==> config.mk <==
export PLATFORM = sky130hd
export DESIGN_NAME = mem_stage_lsu
export DESIGN_NICKNAME = d
export VERILOG_FILES = /design/src/rtl/mem_stage_lsu.sv
export SDC_FILE = /design/constraint.sdc
export NUM_CORES = 1
export LEC_CHECK = 0
export ABC_AREA = 1
export BUFFER_PORTS_ARGS = -buffer_cell sky130_fd_sc_hd__buf_2
export CAP_MARGIN = 20
export CORE_AREA = 4 4 150 109
export DETAILED_ROUTE_END_ITERATION = 8
export DIE_AREA = 0 0 154 113
export GPL_TIMING_DRIVEN = 0
export HOLD_SLACK_MARGIN = 0.06
export MAX_ROUTING_LAYER = met4
export PLACE_DENSITY = 0.66
export SLEW_MARGIN = 20
export SYNTH_ARGS = -nofsm -noshare
export SYNTH_HDL_FRONTEND = slang
export SYNTH_SLANG_ARGS = --single-unit
==> constraint.sdc <==
create_clock -name clk -period 2.2 [get_ports clk]
set_input_delay 0 -clock clk [delete_from_list [all_inputs] [get_ports clk]]
set_output_delay 0 -clock clk [all_outputs]
set_load 0.05 [all_outputs]
==> src/rtl/mem_stage_lsu.sv <==
// mem_stage_lsu -- MEM pipeline stage load/store unit.
//
// Issues one data-memory request per aligned load/store, holds the pipeline
// (stall) until the memory acknowledges or a timeout expires, and produces
// the MEM/WB pipeline register. Misaligned accesses are dropped with a
// one-cycle misalign pulse; timeouts produce a one-cycle bus_err pulse.
//
// Ports:
//   clk, rst                     clock, synchronous active-low reset
//   RegWrite/MemRead/MemWrite/
//   MemToReg, alu_out, rt_data,
//   rd                           EX/MEM pipeline register contents
//   stall                        combinational hold request to upstream
//   dmem_req/we/addr/wdata       registered data-memory request
//   dmem_ack, dmem_rdata         memory completion strobe and load data
//   wb_*                         MEM/WB pipeline register
//   misalign, bus_err            one-cycle error pulses
//
// state | meaning
// IDLE  | no access outstanding; MEM/WB follows EX/MEM each cycle
// WAIT  | request outstanding; waiting for dmem_ack or timeout
module mem_stage_lsu #(
  parameter int TIMEOUT = 15
) (
  input  logic        clk,
  input  logic        rst,
  input  logic        RegWrite,
  input  logic        MemRead,
  input  logic        MemWrite,
  input  logic        MemToReg,
  input  logic [31:0] alu_out,
  input  logic [31:0] rt_data,
  input  logic [4:0]  rd,
  output logic        stall,
  output logic        dmem_req,
  output logic        dmem_we,
  output logic [31:0] dmem_addr,
  output logic [31:0] dmem_wdata,
  input  logic        dmem_ack,
  input  logic [31:0] dmem_rdata,
  output logic        wb_RegWrite,
  output logic        wb_MemToReg,
  output logic [31:0] wb_read_data,
  output logic [31:0] wb_alu_out,
  output logic [4:0]  wb_rd,
  output logic        misalign,
  output logic        bus_err
);

  typedef enum logic {IDLE = 1'b0, WAIT = 1'b1} state_t;

  localparam logic [3:0] TO_CNT = 4'(TIMEOUT);

  state_t     state, state_nxt;
  logic [3:0] wait_cnt;
  logic       memop, aligned, timeout_hit;

  assign memop       = MemRead | MemWrite;
  assign aligned     = (alu_out[1:0] == 2'b00);
  // An ack arriving in the limit cycle takes priority over the abort.
  assign timeout_hit = (state == WAIT) && (wait_cnt == TO_CNT) && !dmem_ack;

  // Gated by rst so a flushed pipeline never sees a stale hold.
  assign stall = rst & (((state == IDLE) & memop & aligned) |
                        ((state == WAIT) & ~dmem_ack & ~timeout_hit));

  always_ff @(posedge clk) begin
    if (!rst) state <= IDLE;
    else      state <= state_nxt;
  end

  always_comb begin
    state_nxt = state;
    case (state)
      IDLE: if (memop && aligned)          state_nxt = WAIT;
      WAIT: if (dmem_ack || timeout_hit)   state_nxt = IDLE;
      default:                             state_nxt = IDLE;
    endcase
  end

  always_ff @(posedge clk) begin
    if (!rst) begin
      wait_cnt <= '0;
    end else if (state == IDLE) begin
      wait_cnt <= '0;
    end else if (!dmem_ack) begin
      wait_cnt <= wait_cnt + 4'd1;
    end
  end

  always_ff @(posedge clk) begin
    if (!rst) begin
      dmem_req     <= 1'b0;
      dmem_we      <= 1'b0;
      dmem_addr    <= '0;
      dmem_wdata   <= '0;
      wb_RegWrite  <= 1'b0;
      wb_MemToReg  <= 1'b0;
      wb_read_data <= '0;
      wb_alu_out   <= '0;
      wb_rd        <= '0;
      misalign     <= 1'b0;
      bus_err      <= 1'b0;
    end else begin
      misalign <= 1'b0;
      bus_err  <= 1'b0;
      case (state)
        IDLE: begin
          if (memop && aligned) begin
            // Issue; MEM/WB gets a bubble while the access is in flight.
            dmem_req    <= 1'b1;
            dmem_we     <= MemWrite;
            dmem_addr   <= alu_out;
            dmem_wdata  <= rt_data;
            wb_RegWrite <= 1'b0;
          end else begin
            misalign    <= memop;
            wb_RegWrite <= RegWrite & ~memop;
            wb_MemToReg <= MemToReg;
            wb_alu_out  <= alu_out;
            wb_rd       <= rd;
          end
        end
        WAIT: begin
          if (dmem_ack) begin
            dmem_req    <= 1'b0;
            wb_RegWrite <= RegWrite;
            wb_MemToReg <= MemToReg;
            wb_alu_out  <= alu_out;
            wb_rd       <= rd;
            // MemRead together with MemWrite is a store: no load data.
            if (MemRead && !MemWrite) wb_read_data <= dmem_rdata;
          end else if (timeout_hit) begin
            dmem_req    <= 1'b0;
            bus_err     <= 1'b1;
            wb_RegWrite <= 1'b0;
          end
        end
        default: ;
      endcase
    end
  end

endmodule

== After elaboration in Yosys (flattened, before gate mapping) ==
Index checks and enable logic that the tools add are counted.

* $add $sub $neg: 1
* Equality and inequality tests: 5
* Mux-type cells: 20
* Bitwise gates (word level): 13
* Reduce and logical (&&, ||, !) cells: 15

{| class="wikitable"
|+ Operators by type and width
! operator !! count
|-
| $mux W32 || 2
|-
| $pmux W32 S2 || 1
|-
| $mux W1 || 10
|-
| $mux W5 || 2
|-
| $pmux W5 S2 || 1
|-
| $pmux W1 S2 || 4
|-
| $reduce_and A2 Y1 || 4
|-
| $and A1 B1 Y1 || 6
|-
| $ne A2 B2 Y1 const B || 3
|-
| $reduce_or A3 Y1 || 2
|-
| $not A1 Y1 || 5
|-
| $add A4 B1 Y4 const B || 1
|-
| $eq A4 B4 Y1 const B || 1
|-
| $logic_and A1 B1 Y1 || 4
|-
| $ne A3 B2 Y1 const B || 1
|-
| $reduce_and A3 Y1 || 1
|-
| $logic_not A1 Y1 || 2
|-
| $logic_not A2 Y1 || 1
|-
| $or A1 B1 Y1 || 2
|-
| $logic_or A1 B1 Y1 || 1
|}

* Register bits after elaboration: 144
* Bits of input ports: 108
* Output and inout port bits: 140
* Logic and storage cells: 67

== Depth between registers and ports, before layout ==
Gate-level depths: netlist of the first run.

* Depth in word-level cells: 7
* Depth in mapped cells: 7
* Mapped depth without buffers: 6

== Worst setup path after synthesis of the first run ==
No wires, ideal clock.

* Kind: reg2out
* Start point: register state
* End point: output port stall
* Data arrival time: 1.614 ns
* Required time: 2.200 ns
* Slack: 0.586 ns
* Stages on the path, launching flop included: 6
* Buffers on the path: 2
* Cells stage by stage: dfxtp_1 > inv_2 > nand3_4 > buf_4 > buf_2 > a21oi_1

* Cells in the longest elaborated chain, start to end: 6
* Elaborated cells on any way between the ends: 10
* Classes of those cells: bitwise: 8; reduce/logical: 2

{| class="wikitable"
|+ Ends and longest elaborated chain
! element !! line !! text
|-
| from (decl) || 54 || <nowiki>state_t state, state_nxt;</nowiki>
|-
| from (signal assigned) || 69 || <nowiki>else state <= state_nxt;</nowiki>
|-
| $logic_and A1 B1 Y1 (2 in a row) || 61 || <nowiki>assign timeout_hit = (state == WAIT) && (wait_cnt == TO_CNT) && !dmem_ack;</nowiki>
|-
| $not A1 Y1 || 65 || <nowiki>((state == WAIT) & ~dmem_ack & ~timeout_hit));</nowiki>
|-
| $and A1 B1 Y1 || 65 ||
|-
| $or A1 B1 Y1 * || 64 || <nowiki>assign stall = rst & (((state == IDLE) & memop & aligned) |</nowiki>
|-
| $and A1 B1 Y1 * || 64 ||
|-
| to (decl) || 34 || <nowiki>output logic stall,</nowiki>
|}

Every way passes the cells marked *; elsewhere a longest branch is shown, timed or not.

== Final worst setup path of the first run ==
* Start point: input port MemWrite
* End point: output port stall

* Cells in the longest elaborated chain, start to end: 5

{| class="wikitable"
|+ Ends and longest elaborated chain
! element !! line !! text
|-
| from (decl) || 29 || <nowiki>input logic MemWrite,</nowiki>
|-
| $or A1 B1 Y1 || 58 || <nowiki>assign memop = MemRead | MemWrite;</nowiki>
|-
| $and A1 B1 Y1 (2 in a row) || 64 ||
|-
| $or A1 B1 Y1 || 64 ||
|-
| $and A1 B1 Y1 || 64 ||
|}

Every way passes these cells.

==> run_summary.xml, run 1 <==
<?xml version="1.0" encoding="UTF-8"?>
<metrics>
  <group name="synthesis">
    <metric name="synthesis.nets" unit="">840</metric>
    <metric name="syn-mean-instance-area" unit="um^2">7.61</metric>
    <metric name="synth_sequential_area_ratio" unit="%">51.8</metric>
    <metric name="post_synth_num_cell_types" unit="">18</metric>
    <metric name="flip_flop_and_latch_count_after_synthesis" unit="">144</metric>
    <metric name="postSynthCellCount" unit="">731</metric>
    <metric name="mappedNetlistArea" unit="um^2">5560</metric>
    <metric name="synth.yosys.warnings" unit="">0</metric>
  </group>
  <group name="routing">
    <metric name="detail-route-antenna-nets" unit="">0</metric>
    <metric name="avg_wl_per_cell" unit="um">15.4</metric>
    <metric name="drt_pre_antenna_iters" unit="">5</metric>
    <metric name="detail_route.wirelength" unit="mm">20.3</metric>
    <metric name="via_count" unit="">6347</metric>
    <metric name="post-route-drc-count" unit="">0</metric>
    <metric name="vias_per_cell" unit="">4.81</metric>
    <metric name="dr.first_iter.drc_count" unit="">451</metric>
  </group>
  <group name="cells_and_area">
    <metric name="n_antenna_cell" unit="">0</metric>
    <metric name="fill_cells" unit="">1396</metric>
    <metric name="nets" unit="">1218</metric>
    <metric name="layout-drive-gt1-share" unit="%">27.7</metric>
    <metric name="ff_latch_area" unit="um^2">2880</metric>
    <metric name="areaGrowthSynthToFinish" unit="%">57.3</metric>
    <metric name="multi_input_area" unit="um^2">2210</metric>
  </group>
  <group name="timing">
    <metric name="slew_violations" unit="">0</metric>
    <metric name="report.final.setup_viol" unit="">0</metric>
    <metric name="worst_slew_pin_slew" unit="ns">0.666</metric>
    <metric name="max_freq" unit="MHz">490</metric>
    <metric name="timing.final.crit_share" unit="%">92.7</metric>
    <metric name="grt_setup_unrepaired" unit="">no</metric>
    <metric name="final.setup.tns" unit="ns">0</metric>
    <metric name="finClkSkew" unit="ns">0.0103</metric>
    <metric name="clock_period_minus_final_worst_setup_slack" unit="ns">2.04</metric>
    <metric name="finalHoldViolations" unit="">0</metric>
    <metric name="timing.slew.headroom" unit="%">55.6</metric>
  </group>
  <group name="outcome">
    <metric name="result_of_the_run" unit="">finished clean</metric>
  </group>
  <group name="critical_path">
    <metric name="critPathSlowestCell" unit="">sky130_fd_sc_hd__dlygate4sd3_1</metric>
    <metric name="data_arrival_time_of_the_worst_path" unit="ns">2.04</metric>
    <metric name="critPathMostFrequentCell" unit="">sky130_fd_sc_hd__buf_2</metric>
    <metric name="timing.critical_path.required" unit="ns">2.20</metric>
    <metric name="start_kind" unit="">input port</metric>
    <metric name="number_of_buffers_and_inverters_on_the_critical_path" unit="">6</metric>
    <metric name="cp_slowest_stage_delay" unit="ns">0.53</metric>
    <metric name="cp_cell_sequence" unit="">dlygate4sd3_1 -&gt; buf_2 -&gt; inv_1 -&gt; nand2_2 -&gt; nand3_4 -&gt; buf_4 -&gt; buf_2 -&gt; a21oi_1 -&gt; buf_2</metric>
    <metric name="worstSetupPathType" unit="">in -&gt; out</metric>
    <metric name="setup.worst_path.end_class" unit="">primary output</metric>
    <metric name="crit_fanout" unit="">10</metric>
    <metric name="cpLargestDelayFamily" unit="">buffers and inverters</metric>
  </group>
  <group name="clock_network">
    <metric name="clockBufferDepth" unit="">2</metric>
    <metric name="insertion_delay_to_the_later_sink_of_the_worst_skew_pair" unit="ns">0.41</metric>
    <metric name="tritoncts" unit="">built</metric>
    <metric name="clock_sink_count" unit="">144</metric>
    <metric name="clock_tree.htree_level_count" unit="">4</metric>
    <metric name="tritoncts.num_buffers" unit="">17</metric>
    <metric name="cts.reportedPaths.clkPinSlew" unit="ns">0.06</metric>
    <metric name="clk_root_buffer_cell" unit="">sky130_fd_sc_hd__clkbuf_16</metric>
  </group>
  <group name="pwr">
    <metric name="vdd_drop_max" unit="mV">0.481</metric>
    <metric name="power_density" unit="nW/um^2">798</metric>
    <metric name="total_leakage_power" unit="nW">4.20</metric>
    <metric name="p_total" unit="W">0.00698</metric>
  </group>
  <group name="floorplan">
    <metric name="starting_density" unit="%">36.9</metric>
    <metric name="design.portCount" unit="">248</metric>
    <metric name="fp.dieW" unit="um">154</metric>
    <metric name="design.die.area" unit="um^2">17400</metric>
    <metric name="die-height" unit="um">113</metric>
    <metric name="std_cell_rows" unit="">38</metric>
    <metric name="fp.coreArea" unit="um^2">15100</metric>
  </group>
  <group name="global_route">
    <metric name="grt_pass1_vias" unit="">6377</metric>
    <metric name="overflow" unit="">0</metric>
    <metric name="initial_antenna_violation_count" unit="">0</metric>
    <metric name="grt_start_max_net_pins" unit="">17</metric>
    <metric name="grt.total_usage" unit="%">23.8</metric>
    <metric name="grt_pass1_wl" unit="mm">32.7</metric>
  </group>
  <group name="placement">
    <metric name="buffer_ports.inserted" unit="">247</metric>
    <metric name="place.gp.congestion" unit="">0.820</metric>
    <metric name="dp.final_hpwl" unit="mm">14.1</metric>
  </group>
  <group name="min_path">
    <metric name="hold_class" unit="">in -&gt; reg</metric>
  </group>
  <group name="run">
    <metric name="drv_cap" unit="">0</metric>
  </group>
</metrics>
## power breakdown
group	leakage (nW)	internal [W]	total [W]	switching, W
registers	1.18	0.00273	0.00279	0.0000623
clock network	0.283	0.00179	0.00293	0.00115
logic	2.74	0.000414	0.00126	0.000844
total	4.20	0.00493	0.00698	0.00205
## sequential cells by signal, summed over array words and instances (netlist names)
name,cells
dmem_wdata,32
wait_cnt,4
dmem_addr,32
bus_err,1
misalign,1
wb_MemToReg,1
wb_read_data,32
wb_alu_out,32
dmem_req,1
state,1
dmem_we,1
wb_RegWrite,1
wb_rd,5
## cell usage after synthesis
| master | instances | area (um^2) |
|---|---|---|
| sky130_fd_sc_hd__inv_2 | 2 | 7.51 |
| sky130_fd_sc_hd__nand3_1 | 43 | 215 |
| sky130_fd_sc_hd__dfxtp_1 | 144 | 2880 |
| sky130_fd_sc_hd__nor2_2 | 1 | 6.26 |
| sky130_fd_sc_hd__nor2_4 | 1 | 11.3 |
| sky130_fd_sc_hd__clkbuf_1 | 38 | 143 |
| sky130_fd_sc_hd__ha_1 | 1 | 12.5 |
| sky130_fd_sc_hd__a21oi_1 | 108 | 541 |
| sky130_fd_sc_hd__buf_2 | 20 | 100 |
| sky130_fd_sc_hd__nand2_1 | 110 | 413 |
| sky130_fd_sc_hd__nor2_1 | 105 | 394 |
| sky130_fd_sc_hd__inv_1 | 49 | 184 |
| sky130_fd_sc_hd__o21ai_0 | 34 | 170 |
| sky130_fd_sc_hd__nand3_4 | 1 | 17.5 |
| sky130_fd_sc_hd__buf_4 | 5 | 37.5 |
| sky130_fd_sc_hd__nand2_2 | 1 | 6.26 |
| sky130_fd_sc_hd__nor3_1 | 4 | 20.0 |
| sky130_fd_sc_hd__nand4_1 | 64 | 400 |
## layout by cell type, fill, tap and decap left out, drive strengths merged
cell         instances
a21oi              108
buf                275
bufinv               3
clkbuf              56
clkinv               3
clkinvlp             2
dfxtp              144
dlygate4sd3        109
ha                   1
inv                 55
nand2              111
nand3               44
nand4               64
nor2               107
nor3                 4
o21ai               34
## cell families after synthesis
logic type | after synthesis | synth area share [%]
adder cells (fa/ha/maj) | 1 | 0.225
flip-flops | 144 | 51.8
buffers and inverters | 114 | 8.48
AO/OA/AOI/OAI | 142 | 12.8
AND/OR/NAND/NOR | 330 | 26.7
## worst reg2reg max path, delay by kind of cell (launching register included)
kind                   cells  cell delay (ns)
AO/OA/AOI/OAI              1             0.14
AND/OR/NAND/NOR            1             0.12
buffers and inverters      4             1.26
flip-flops                 1             0.34
## metal layers
metal / GRT usage, % / wire (um) / share of wire [%] / vias up
li1: - / - / - / 3180
met1: 30.3 / 9060 / 45 / 2886
met2: 37.8 / 9260 / 46 / 259
met3: 6.08 / 1650 / 8.1 / 22
met4: 6.71 / 316 / 1.6 / 0
met5: - / 0 / 0 / -
## path summary, 6_finish.rpt
path / startpoint / end / slack (ns) / cells after the start
setup / recovery: MemWrite / stall / 0.16 / 9
hold / removal: MemRead / wb_read_data[31] / 0.11 / 4
setup reg to reg: state / dmem_we / 0.27 / 6
hold reg to reg: dmem_addr[0] / dmem_addr[0] / 0.46 / 2
## layout make-up
type | instances | area share, %
buffer | 63 | 3.20
multi-input combinational | 473 | 25.2
clock buffer | 18 | 4.90
tap | 200 | 2.86
clock inverter | 12 | 1.82
sequential | 144 | 32.9
timing repair buffer | 359 | 26.9
inverter | 51 | 2.19
## metrics by stage
| stage | instances | utilization [%] | hold slack (ns) | worst slack (ns) | area, um^2 |
|---|---|---|---|---|---|
| after floorplan | 731 | - | 0.0793 | 0.586 | 5560 |
| after CTS | 1317 | 57.9 | 0.100 | 0.0125 | 8730 |
| after global placement | 1178 | 46.8 | 0.253 | 0.624 | 7050 |
| final | 1320 | 58.1 | 0.115 | 0.160 | 8750 |
| after global routing | 1320 | 58.1 | 0.140 | 0.0386 | 8750 |
| after detailed placement | 1178 | 46.8 | 0.258 | 0.587 | 7050 |
## timing repair
action                                 CTS  global route
endpoints found under the hold margin  139             0
gates resized for setup                  0             0
setup endpoints to repair                0             1
hold buffers                           109             0
buffers inserted                         0             3
No activity file was read; power rests on OpenSTA's default activity.
==> run 2: changes to the inputs <==
Settings changed: GPL_TIMING_DRIVEN 0 to 1.
==> run_summary.xml, run 2 (synthesized netlist as in run 1, its figures left out) <==
<?xml version="1.0" encoding="UTF-8"?>
<metrics>
  <group name="outcome">
    <metric name="result_of_the_run" unit="">finished clean</metric>
  </group>
  <group name="clock_network">
    <metric name="tritoncts" unit="">built</metric>
    <metric name="cts_hold_buffers" unit="">118</metric>
    <metric name="cts.reportedPaths.clkPinSlew" unit="ns">0.06</metric>
    <metric name="postCtsResizedCells" unit="">0</metric>
    <metric name="tritoncts.num_buffers" unit="">17</metric>
    <metric name="clk_root_buffer_cell" unit="">sky130_fd_sc_hd__clkbuf_16</metric>
    <metric name="clock_sink_count" unit="">144</metric>
    <metric name="post-cts-setup-buffer-count" unit="">0</metric>
    <metric name="clock_tree.htree_level_count" unit="">4</metric>
    <metric name="insertion_delay_to_the_later_sink_of_the_worst_skew_pair" unit="ns">0.41</metric>
    <metric name="clockBufferDepth" unit="">2</metric>
  </group>
  <group name="critical_path">
    <metric name="cpLargestDelayFamily" unit="">buffers and inverters</metric>
    <metric name="setup.worst_path.end_class" unit="">primary output</metric>
    <metric name="start_kind" unit="">input port</metric>
    <metric name="crit_cells" unit="">7</metric>
    <metric name="worst-r2r-setup-slack" unit="ns">0.36</metric>
    <metric name="number_of_buffers_and_inverters_on_the_critical_path" unit="">4</metric>
    <metric name="crit_fanout" unit="">58</metric>
    <metric name="timing.reg2reg.worst_path_depth" unit="">5</metric>
    <metric name="worstSetupPathType" unit="">in -&gt; out</metric>
    <metric name="crit_end" unit="">stall</metric>
    <metric name="worst_r2r_startpoint" unit="">state</metric>
    <metric name="critPathSlowestCell" unit="">sky130_fd_sc_hd__dlygate4sd3_1</metric>
    <metric name="critPathMostFrequentCell" unit="">sky130_fd_sc_hd__buf_2</metric>
    <metric name="regToRegEndpoint" unit="">dmem_wdata[12]</metric>
    <metric name="crit_start" unit="">alu_out[0]</metric>
    <metric name="cp_cell_sequence" unit="">dlygate4sd3_1 -&gt; buf_2 -&gt; nor2_4 -&gt; nand3_4 -&gt; buf_12 -&gt; a21oi_1 -&gt; buf_2</metric>
    <metric name="cp_slowest_stage_delay" unit="ns">0.56</metric>
    <metric name="timing.critical_path.required" unit="ns">2.20</metric>
    <metric name="data_arrival_time_of_the_worst_path" unit="ns">1.97</metric>
  </group>
  <group name="min_path">
    <metric name="startpoint_of_the_tightest_hold_check_path" unit="">MemRead</metric>
    <metric name="number_of_cells_on_the_worst_hold_path" unit="">6</metric>
    <metric name="hold_class" unit="">in -&gt; reg</metric>
  </group>
  <group name="timing">
    <metric name="final.setup.tns" unit="ns">0</metric>
    <metric name="clock_period_minus_final_worst_setup_slack" unit="ns">1.97</metric>
    <metric name="slew_violations" unit="">0</metric>
    <metric name="timing.final.crit_share" unit="%">89.5</metric>
    <metric name="max_freq" unit="MHz">508</metric>
    <metric name="worst_slack" unit="ns">0.230</metric>
    <metric name="worst_slew_pin_slew" unit="ns">1.01</metric>
    <metric name="report.final.setup_viol" unit="">0</metric>
    <metric name="timing.slew.headroom" unit="%">32.3</metric>
    <metric name="finalHoldViolations" unit="">0</metric>
    <metric name="grt_setup_unrepaired" unit="">no</metric>
    <metric name="finClkSkew" unit="ns">0.0111</metric>
  </group>
  <group name="floorplan">
    <metric name="die-height" unit="um">113</metric>
    <metric name="fp.dieW" unit="um">154</metric>
    <metric name="std_cell_rows" unit="">38</metric>
    <metric name="fp.coreArea" unit="um^2">15100</metric>
    <metric name="design.die.area" unit="um^2">17400</metric>
    <metric name="starting_density" unit="%">36.9</metric>
    <metric name="design.portCount" unit="">248</metric>
  </group>
  <group name="cells_and_area">
    <metric name="n_antenna_cell" unit="">0</metric>
    <metric name="nets" unit="">1176</metric>
    <metric name="most_common_cell_after_layout_fill_and_taps_aside" unit="">sky130_fd_sc_hd__buf_2</metric>
    <metric name="layout-drive-gt1-share" unit="%">27.7</metric>
    <metric name="fill_cells" unit="">1383</metric>
    <metric name="mostFrequentLayoutCells" unit="">sky130_fd_sc_hd__buf_2, sky130_fd_sc_hd__dfxtp_1, sky130_fd_sc_hd__dlygate4sd3_1</metric>
    <metric name="multi_input_area" unit="um^2">2210</metric>
    <metric name="areaGrowthSynthToFinish" unit="%">56.2</metric>
    <metric name="ff_latch_area" unit="um^2">2880</metric>
  </group>
  <group name="routing">
    <metric name="avg_wl_per_cell" unit="um">15.0</metric>
    <metric name="post-route-drc-count" unit="">0</metric>
    <metric name="dr.first_iter.drc_count" unit="">419</metric>
    <metric name="via_count" unit="">6261</metric>
    <metric name="drt_pre_antenna_iters" unit="">7</metric>
    <metric name="vias_per_cell" unit="">4.90</metric>
    <metric name="detail-route-antenna-nets" unit="">0</metric>
    <metric name="detail_route.wirelength" unit="mm">19.2</metric>
  </group>
  <group name="placement">
    <metric name="buffer_ports.inserted" unit="">247</metric>
    <metric name="dp.final_hpwl" unit="mm">11.9</metric>
    <metric name="place.gp.congestion" unit="">0.834</metric>
    <metric name="placement.setup.worst_slack" unit="ns">0.628</metric>
  </group>
  <group name="global_route">
    <metric name="initial_antenna_violation_count" unit="">0</metric>
    <metric name="grt_pass1_vias" unit="">6143</metric>
    <metric name="grt.total_usage" unit="%">21.9</metric>
    <metric name="overflow" unit="">0</metric>
    <metric name="grt_pass1_wl" unit="mm">30.5</metric>
    <metric name="grt_start_max_net_pins" unit="">59</metric>
  </group>
  <group name="pwr">
    <metric name="total_leakage_power" unit="nW">4.15</metric>
    <metric name="power_density" unit="nW/um^2">802</metric>
    <metric name="vdd_drop_max" unit="mV">0.465</metric>
  </group>
  <group name="run">
    <metric name="drv_cap" unit="">0</metric>
  </group>
</metrics>
[run 2: cell count changes in the layout (fill, tap and decap cells not counted), sizes merged]
cell,delta
clkinvlp,+2
dlygate4sd3,+9
buf,-13
clkbuf,-37
inv,-2
[run 2: final cells by class]
| type | instances | share of cell area [%] |
|---|---|---|
| clock buffer | 19 | 5.10 |
| clock inverter | 12 | 1.84 |
| inverter | 51 | 2.20 |
| multi-input combinational | 473 | 25.4 |
| sequential | 144 | 33.2 |
| tap | 200 | 2.88 |
| timing repair buffer | 380 | 29.4 |
[run 2: layer usage]
metal	GRT usage (%)	part of all wire [%]	vias to the layer above
met4	7.06	2.0	0
met2	35.0	48	203
met5	-	0	-
met3	5.16	6.3	34
li1	-	-	3107
met1	27.7	44	2917
[run 2: how the worst min path moves through the flow]
stage	endpoint	slack, ns
after global placement	wb_read_data[5]	0.25
after floorplan	bus_err	0.08
final	dmem_wdata[7]	0.29
after CTS	dmem_wdata[7]	0.28
after global routing	dmem_wdata[7]	0.32
after detailed placement	bus_err	0.26
[run 2: worst reg2reg max path: cells and delay by family, from the launching register on]
| family | cells | cell delay (ns) |
|---|---|---|
| and+or+nand+nor | 1 | 0.16 |
| DFF | 1 | 0.34 |
| buffers and inverters | 3 | 1.13 |
| AOI/OAI and AO/OA | 1 | 0.14 |
[run 2: metrics by stage]
step                      cells  utilization (%)  area (um^2)  hold slack, ns  total power (W)
after floorplan             731                -         5560          0.0793          0.00359
after global placement     1130             45.8         6910           0.249          0.00391
after detailed placement   1130             45.8         6910           0.257          0.00392
after CTS                  1279             57.7         8690           0.278          0.00703
after global routing       1279             57.7         8690           0.324          0.00727
final                      1279             57.7         8690           0.294          0.00697
[run 2: report_power, final]
part,internal (W),total (W),leakage (nW),switching (W)
sequential,0.00273,0.00279,1.18,0.0000600
combinational,0.000413,0.00124,2.69,0.000825
clock,0.00182,0.00294,0.282,0.00113
total,0.00496,0.00697,4.15,0.00201
